`config.mk`:
```
export PLATFORM = sky130hd
export DESIGN_NAME = mem_arbiter
export DESIGN_NICKNAME = d
export VERILOG_FILES = /design/src/rtl/mem_arbiter.sv
export SDC_FILE = /design/constraint.sdc
export NUM_CORES = 1
export LEC_CHECK = 0
export CAP_MARGIN = 20
export CORE_AREA = 10 10 660 662
export DETAILED_ROUTE_END_ITERATION = 10
export DIE_AREA = 0 0 670 672
export GPL_TIMING_DRIVEN = 0
export PLACE_DENSITY = 0.3
export SETUP_SLACK_MARGIN = 0.3
export SKIP_CTS_REPAIR_TIMING = 1
export SKIP_LAST_GASP = 1
export SYNTH_ARGS = -nofsm -noshare
export SYNTH_HDL_FRONTEND = slang
export SYNTH_SLANG_ARGS = --single-unit
```
`constraint.sdc`:
```
create_clock -name clk -period 4.6 [get_ports clk]
set_input_delay 0.46 -clock clk [delete_from_list [all_inputs] [get_ports clk]]
set_output_delay 0.46 -clock clk [all_outputs]
set_load 0.01 [all_outputs]
```
`src/rtl/mem_arbiter.sv`:
```
// -----------------------------------------------------------------------------
// mem_arbiter
//
// Shares the single cache-line memory port between the instruction cache and
// the data cache. One whole transaction (read fill or writeback) is granted at
// a time. When both caches request in the same IDLE cycle, the requester that
// did not win last time is granted. The winner's command is latched so the
// memory side stays stable for the whole transaction. The memory response is
// routed back to the granted cache only.
//
// Parameters
//   ADDR_WIDTH : byte address width on all ports
//   LINE_WIDTH : cache-line data width
//   CNT_WIDTH  : width of the per-requester grant counters
//
// Ports
//   clk                : single clock, all state changes on its rising edge
//   rst                : asynchronous, active-low reset
//   i_addr/i_read/i_write/i_wdata : I-cache request side
//   i_rdata/i_resp     : I-cache fill data and completion strobe
//   d_addr/d_read/d_write/d_wdata : D-cache request side
//   d_rdata/d_resp     : D-cache fill data and completion strobe
//   mem_addr/mem_read/mem_write/mem_wdata : latched command to memory
//   mem_rdata/mem_resp : memory read data and completion strobe
//   i_grants/d_grants  : wrapping count of transactions granted to each side
// -----------------------------------------------------------------------------
module mem_arbiter #(
  parameter int ADDR_WIDTH = 32,
  parameter int LINE_WIDTH = 256,
  parameter int CNT_WIDTH  = 32
) (
  input  logic                  clk,
  input  logic                  rst,

  input  logic [ADDR_WIDTH-1:0] i_addr,
  input  logic                  i_read,
  input  logic                  i_write,
  input  logic [LINE_WIDTH-1:0] i_wdata,
  output logic [LINE_WIDTH-1:0] i_rdata,
  output logic                  i_resp,

  input  logic [ADDR_WIDTH-1:0] d_addr,
  input  logic                  d_read,
  input  logic                  d_write,
  input  logic [LINE_WIDTH-1:0] d_wdata,
  output logic [LINE_WIDTH-1:0] d_rdata,
  output logic                  d_resp,

  output logic [ADDR_WIDTH-1:0] mem_addr,
  output logic                  mem_read,
  output logic                  mem_write,
  output logic [LINE_WIDTH-1:0] mem_wdata,
  input  logic [LINE_WIDTH-1:0] mem_rdata,
  input  logic                  mem_resp,

  output logic [CNT_WIDTH-1:0]  i_grants,
  output logic [CNT_WIDTH-1:0]  d_grants
);

  typedef enum logic {
    IDLE = 1'b0,
    BUSY = 1'b1
  } state_t;

  typedef enum logic {
    SIDE_I = 1'b0,
    SIDE_D = 1'b1
  } side_t;

  state_t state;
  state_t state_next;
  side_t  owner;
  side_t  last;
  side_t  winner;

  logic i_req;
  logic d_req;
  logic grant;
  logic resp_accept;

  logic [ADDR_WIDTH-1:0] sel_addr;
  logic [LINE_WIDTH-1:0] sel_wdata;
  logic                  sel_read;
  logic                  sel_write;

  // A cache is requesting when either command bit is set.
  assign i_req = i_read | i_write;
  assign d_req = d_read | d_write;

  // Fill data goes to both caches unconditionally; only the resp strobe
  // tells a cache that the data belongs to it.
  assign i_rdata = mem_rdata;
  assign d_rdata = mem_rdata;

  // State register: FSM state plus the owner of the current transaction and
  // the most recent winner. last resets to D so the first tie goes to I.
  always_ff @(posedge clk or negedge rst) begin
    if (!rst) begin
      state <= IDLE;
      owner <= SIDE_I;
      last  <= SIDE_D;
    end else begin
      state <= state_next;
      if (grant) begin
        owner <= winner;
        last  <= winner;
      end
    end
  end

  // Next-state logic. Requests are only looked at in IDLE, so a cache that
  // still holds its request during its resp cycle cannot be re-granted
  // without passing through IDLE first. A response seen in IDLE is stray and
  // is ignored.
  always_comb begin
    state_next  = state;
    grant       = 1'b0;
    resp_accept = 1'b0;
    winner      = SIDE_I;
    case (state)
      IDLE: begin
        if (i_req || d_req) begin
          grant      = 1'b1;
          state_next = BUSY;
          if (i_req && d_req) begin
            winner = (last == SIDE_I) ? SIDE_D : SIDE_I;
          end else if (d_req) begin
            winner = SIDE_D;
          end else begin
            winner = SIDE_I;
          end
        end
      end
      BUSY: begin
        if (mem_resp) begin
          resp_accept = 1'b1;
          state_next  = IDLE;
        end
      end
      default: begin
        state_next = IDLE;
      end
    endcase
  end

  // Output logic: the completion strobe is combinational from mem_resp and
  // only ever reaches the cache that owns the transaction.
  always_comb begin
    i_resp = 1'b0;
    d_resp = 1'b0;
    if ((state == BUSY) && mem_resp) begin
      if (owner == SIDE_I) begin
        i_resp = 1'b1;
      end else begin
        d_resp = 1'b1;
      end
    end
  end

  // Winner's command as it will be latched. A simultaneous read and write is
  // treated as a write, so the read bit is masked off.
  assign sel_addr  = (winner == SIDE_D) ? d_addr  : i_addr;
  assign sel_wdata = (winner == SIDE_D) ? d_wdata : i_wdata;
  assign sel_write = (winner == SIDE_D) ? d_write : i_write;
  assign sel_read  = ((winner == SIDE_D) ? d_read : i_read) & ~sel_write;

  // Memory command registers. Address and data stay latched after the
  // transaction ends; only the command bits are cleared on the response.
  always_ff @(posedge clk or negedge rst) begin
    if (!rst) begin
      mem_addr  <= '0;
      mem_wdata <= '0;
      mem_read  <= 1'b0;
      mem_write <= 1'b0;
    end else if (grant) begin
      mem_addr  <= sel_addr;
      mem_wdata <= sel_wdata;
      mem_read  <= sel_read;
      mem_write <= sel_write;
    end else if (resp_accept) begin
      mem_read  <= 1'b0;
      mem_write <= 1'b0;
    end
  end

  // Grant counters, counted at grant time and free to wrap.
  always_ff @(posedge clk or negedge rst) begin
    if (!rst) begin
      i_grants <= '0;
      d_grants <= '0;
    end else if (grant) begin
      if (winner == SIDE_I) begin
        i_grants <= i_grants + CNT_WIDTH'(1);
      end else begin
        d_grants <= d_grants + CNT_WIDTH'(1);
      end
    end
  end

endmodule

```
Word-level counts from Yosys, hierarchy flattened
Cells that the tools add are included.

Add/subtract/negate cells: 2. Multiplexer cells: 22. Bitwise gates (word level): 6. Reduce and logical (&&, ||, !) cells: 6.

Operator list (number): 256-bit two-way mux (1); 32-bit by 1-bit adder with 32-bit output (second input constant) (2); 32-bit two-way mux (1); 1-bit two-way mux (19); 2-bit AND reduction (2); 1-bit inverter (3); 1-bit logical AND (2); 1-bit OR (2); 1-bit one-hot mux with 2 select lines (1); 2-bit nonzero test (1); 1-bit AND (1); 1-bit logical OR (1).

Flip-flop bits (word level): 357. Bits of input ports: 839. Word-level logic and storage cells: 45.

Logic depth before layout (Yosys ltp)
Depth after elaboration: 9. Gate-level depth with buffers: 7. Depth with buffers taken out: 5.

Least setup slack after synthesis
Ideal clock, no wire load.

Path kind: register to register. Start point: reg i_grants[3]. End point: reg i_grants[31]. Library setup time: 125 ps. Arrival time: 1880 ps. Data required time: 4475 ps. Path slack: 2595 ps. Cell stages (with the launch flop): 6. Clock period less this slack: 2005 ps. Cell sequence: dfrtp_1 > nand4_2 > or4_1 > buf_2 > or4_4 > xnor2_2.

Cells in the longest elaborated chain, start to end: 1.

Ends and longest elaborated chain: start: declaration (RTL line 56) `output logic [CNT_WIDTH-1:0] i_grants,`; start signal: assignment (RTL line 193) `i_grants <= i_grants + CNT_WIDTH'(1);`; 32-bit by 1-bit adder with 32-bit output (RTL line 193).

No other way between the ends. A chain may end at the register's enable or synchronous reset.

Worst setup path after layout
Start point: reg state. End point: reg mem_wdata[22].

Cells in the longest elaborated chain, start to end: 2. Elaborated cells between the ends (all ways): 3. Classes of those cells: mux (3).

Ends and longest elaborated chain: start: declaration (RTL line 70) `state_t state;`; start signal: assignment (RTL line 103) `state <= state_next;`; 1-bit two-way mux (RTL line 120) `case (state)`; 256-bit two-way mux (RTL line 163) `assign sel_wdata = (winner == SIDE_D) ? d_wdata : i_wdata;`; end signal: assignment (RTL line 177) `mem_wdata <= sel_wdata;`; end: declaration (RTL line 52) `output logic [LINE_WIDTH-1:0] mem_wdata,`.

Several ways; a longest one is shown, not always the timed one.

==> results.md <==
Place:
- During placement, the flow inserted port buffers numbering 1450.
- The routability-driven placement congestion ratio is around 0.90.
- The half-perimeter wire length of the detailed placement result is 278300 um.
- The placement-stage cell area is 0.04123 mm^2.

Setup path:
- The data required time at the worst endpoint is 5.28 ns.
- Along the worst path, the maximum fanout reaches 10.
- The nature of the critical path startpoint is a register.
- Data arrives at the worst endpoint at 4.02 ns.
- The worst setup path is captured at a register.
- The type of the worst setup path is reg2reg.

GRT:
- The initial antenna violation count is 232.
- The first global-routing pass estimated 356100 um of wire.
- Summed over all layers, the global routing overflow is 0.
- Across every metal layer, demand over resource in global routing totals 12.77%.
- The pin count of the biggest net entering global routing is 98.
- The via count of the first global-routing pass was approximately 23k.

Yosys:
- The synthesized netlist occupies a cell area of 0.01914 mm^2.
- The sequential fraction of the synthesis area is 46.67%.
- The post-synthesis compound-gate area fraction is 11.33%.
- The xor and xnor fraction of the mapped netlist area is 2.876%.
- The proportion of synthesized area in mux cells is less than 1%.
- Synthesis produced a netlist whose cell count is ~2.1k.
- By area, the combinational part of the netlist is dominated by buffers and inverters.
- The synthesized netlist net count is 2961.
- The arithmetic-cell share of the synthesized area counting full adders, half adders and majority gates is less than 1%.
- The fraction of the mapped netlist area in simple logic gates is 16.35%.
- The synthesized design contains 357 register bits.
- The average cell area after synthesis is 9.030 um^2.
- The unique cell type count in the Yosys netlist is 35.
- The count of synthesis-stage warnings from yosys is 0.

CTS:
- The number of clock buffers added by TritonCTS is 58.
- The later pin in the worst-skew pair is clocked with a latency of 0.75 ns.
- The tree built by TritonCTS fans out to about 360 sinks.
- The cell chosen for the clock root is sky130_fd_sc_hd__clkbuf_16.
- The deepest level of the CTS H-tree is 2.
- The clock transition at the register clock pins on the worst setup and hold paths after CTS is 0.06 ns.
- TritonCTS built the clock tree.
- The number of buffers on the longest clock path is 3.

Die:
- The die is 670 um wide.
- The floorplan step set the die height to 672 um.
- After floorplanning, the core was divided into roughly 240 placement rows.
- The floorplan step defined a die boundary enclosing between 0.4 and 0.5 mm^2.
- The number of ports placed on the die boundary is around 1.7k.
- The region available for standard cell placement spans 0.4222 mm^2.
- The initial core utilization is 4.534%.

Detailed routing:
- The routed wire length is 301600 um.
- The via density per instance is 2.408.
- The detailed router finished its first iteration with 1481 violations.
- The number of nets still failing antenna checks after routing is 0.
- The number of vias after detailed routing is roughly 23k.
- The pre-antenna-repair detailed-routing pass consisted of 5 iterations.
- The post-detailed-route wirelength per cell is 31.99 um.
- In the routed design, unresolved DRC markers number 0.

Final layout:
- The combined area of the multi-input logic cells is around 0.0059 mm^2.
- Relative to the synthesized area, the layout overhead comes to 126.7%.
- After the last flow step, the layout net total stands at approximately 4.5k.
- The total area of sequential cells is a little under 0.009 mm^2.
- Summing all non-filler instances in the final layout gives an area of roughly 0.043 mm^2.
- Of the cells placed in the final design, the portion with a size suffix greater than 1 is 17.63%.
- Counting the fill cells in the layout gives 48.99k.
- The library cell used most frequently in the layout, excluding fill and tap cells, is sky130_fd_sc_hd__clkdlybuf4s50_1.
- In the layout the commonest cells are sky130_fd_sc_hd__clkdlybuf4s50_1 (1449), sky130_fd_sc_hd__nand2_1 (605), sky130_fd_sc_hd__buf_4 (512).

STA:
- Setup violations remaining at the end of the flow were counted as 0.
- In this run the tightest slew margin relative to its limit is 26.15%.
- The upper clock frequency limit is 298.9 MHz.
- The max-slew violation count was 0.
- The final hold violation count is 0.
- The worst-margin pin slew is 1.108 ns.
- In the final timing run, aggregate negative setup slack is 0 ns.
- The final setup skew is 0.02878 ns.
- Setup repair after global routing left no endpoint under its margin.
- The post-layout minimum cycle time is 3.346 ns.
- The fraction of the cycle the final worst path needs is around 73%.

Pwr:
- The total power per unit cell area is 535.4 mW/mm^2.
- The highest ir drop seen on vdd is between 200 and 300 uV.
- The leakage power of the design is about 17 nW.
- The design draws 23.24 mW.

Run status:
- The flow ran to the end, and the final reports show no timing, DRC or antenna violations.

Worst hold path:
- The class of the tightest hold or removal check is in2async.

Job:
- Max-cap violations in this run came to 0.
==> critical path, stage by stage, from the launching register on <==
cell and delay [ns]:
sky130_fd_sc_hd__dfrtp_1 0.44, sky130_fd_sc_hd__o21ba_2 0.30, sky130_fd_sc_hd__and2_1 0.13, sky130_fd_sc_hd__clkbuf_1 0.66, sky130_fd_sc_hd__clkbuf_2 0.63, sky130_fd_sc_hd__clkbuf_1 0.80
sky130_fd_sc_hd__a22oi_1 0.15, sky130_fd_sc_hd__nand2_1 0.11
==> per-stage QoR <==
stage | util [%] | cells | hold slack [ns] | setup WS, ns
after CTS | 10.24 | 9360 | -0.5249 | 0.8935
final | 10.28 | 9427 | 0.1767 | 1.254
after floorplan | - | 2120 | 0.1644 | 2.595
after global placement | 9.650 | 9233 | 0.4629 | -17.85
after detailed placement | 9.765 | 9255 | 0.3723 | 0.3940
after global routing | 10.24 | 9366 | 0.1521 | 0.8109
==> sequential cells by signal (all words and copies together) (netlist names) <==
register,cells
owner,1
mem_write,1
mem_read,1
state,1
last,1
mem_wdata,256
i_grants,32
mem_addr,32
d_grants,32
==> metal layers <==
metal / part of all wire, % / routed length, um / vias up / global-route usage (%)
met3: 17 / 52560 / 428 / 10.32
met5: 0.36 / 1079 / - / 0
li1: - / - / 9754 / -
met2: 45 / 136300 / 1381 / 20.56
met4: 1.3 / 3962 / 164 / 1.383
met1: 36 / 107600 / 10980 / 13.37
==> logic make-up (layout without fill, tap and decap cells) <==
kind of cell               after synthesis  in the layout
muxes                                    2              2
xor gates and xnor gates                62             62
DFF                                    357            357
buffers and inverters                  634           2212
adders and majority gates                2              2
other                                    0             66
AOI/OAI and AO/OA                      297            297
and+or+nand+nor                        766            766
==> area by class of cell <==
type / count / area share (%)
repair buffers: 1473 / 34.54
flip-flops and latches: 357 / 20.58
well taps: 5663 / 16.32
multi-input cells: 1129 / 13.60
plain buffers: 622 / 9.861
clock buffers: 83 / 3.937
clock inverters: 22 / 0.6745
diodes: 66 / 0.3805
inverters: 12 / 0.1038
==> synth_stat cells <==
master | number | area (um^2)
sky130_fd_sc_hd__dfrtp_1 | 356 | 8909
sky130_fd_sc_hd__nor4b_1 | 1 | 8.760
sky130_fd_sc_hd__dfstp_2 | 1 | 26.28
sky130_fd_sc_hd__o21bai_1 | 1 | 7.510
sky130_fd_sc_hd__xnor2_2 | 1 | 16.27
sky130_fd_sc_hd__xnor2_1 | 19 | 166.4
sky130_fd_sc_hd__a31oi_1 | 44 | 275.3
sky130_fd_sc_hd__nand4_1 | 15 | 93.84
sky130_fd_sc_hd__nand4_2 | 1 | 12.51
sky130_fd_sc_hd__nor4_1 | 21 | 131.4
sky130_fd_sc_hd__nor2_1 | 53 | 198.9
sky130_fd_sc_hd__or3_1 | 1 | 6.260
sky130_fd_sc_hd__or4_4 | 1 | 11.26
sky130_fd_sc_hd__and3_1 | 8 | 50.05
sky130_fd_sc_hd__buf_1 | 6 | 22.52
sky130_fd_sc_hd__ha_1 | 2 | 25.02
sky130_fd_sc_hd__or4_1 | 1 | 7.510
sky130_fd_sc_hd__mux2_2 | 2 | 22.52
sky130_fd_sc_hd__a21oi_1 | 1 | 5.000
sky130_fd_sc_hd__nand3_1 | 18 | 90.09
sky130_fd_sc_hd__buf_2 | 2 | 10.01
sky130_fd_sc_hd__and2_1 | 8 | 50.05
sky130_fd_sc_hd__a21o_1 | 2 | 15.01
sky130_fd_sc_hd__inv_1 | 12 | 45.04
sky130_fd_sc_hd__and4_1 | 8 | 70.07
sky130_fd_sc_hd__nand2_1 | 605 | 2271
sky130_fd_sc_hd__a22oi_1 | 244 | 1832
sky130_fd_sc_hd__buf_6 | 1 | 11.26
sky130_fd_sc_hd__xor2_1 | 42 | 367.9
sky130_fd_sc_hd__o21ai_0 | 3 | 15.01
sky130_fd_sc_hd__nor3_1 | 24 | 120.1
sky130_fd_sc_hd__buf_4 | 512 | 3844
sky130_fd_sc_hd__or3b_2 | 1 | 8.760
sky130_fd_sc_hd__o21ba_2 | 2 | 20.02
sky130_fd_sc_hd__clkbuf_1 | 101 | 379.1
==> where the power goes <==
part	total, mW	internal [mW]	switching, mW
sequential	5.61	4.47	1.14
clock	4.91	2.89	2.02
combinational	12.7	4.72	8.00
==> worst paths after layout <==
path	slack (ns)	depth (start not counted)	startpoint	end
worst max-delay path	1.25	7	state	mem_wdata[22]
worst min-delay path	0.18	2	rst	i_grants[29]
worst max register to register	1.25	7	state	mem_wdata[22]
worst min register to register	0.48	1	d_grants[31]	d_grants[31]
max in group asynchronous	2.99	4	rst	mem_wdata[182]
min in group clk	0.24	3	i_wdata[18]	mem_wdata[18]
(Power assumes the default switching activity.)
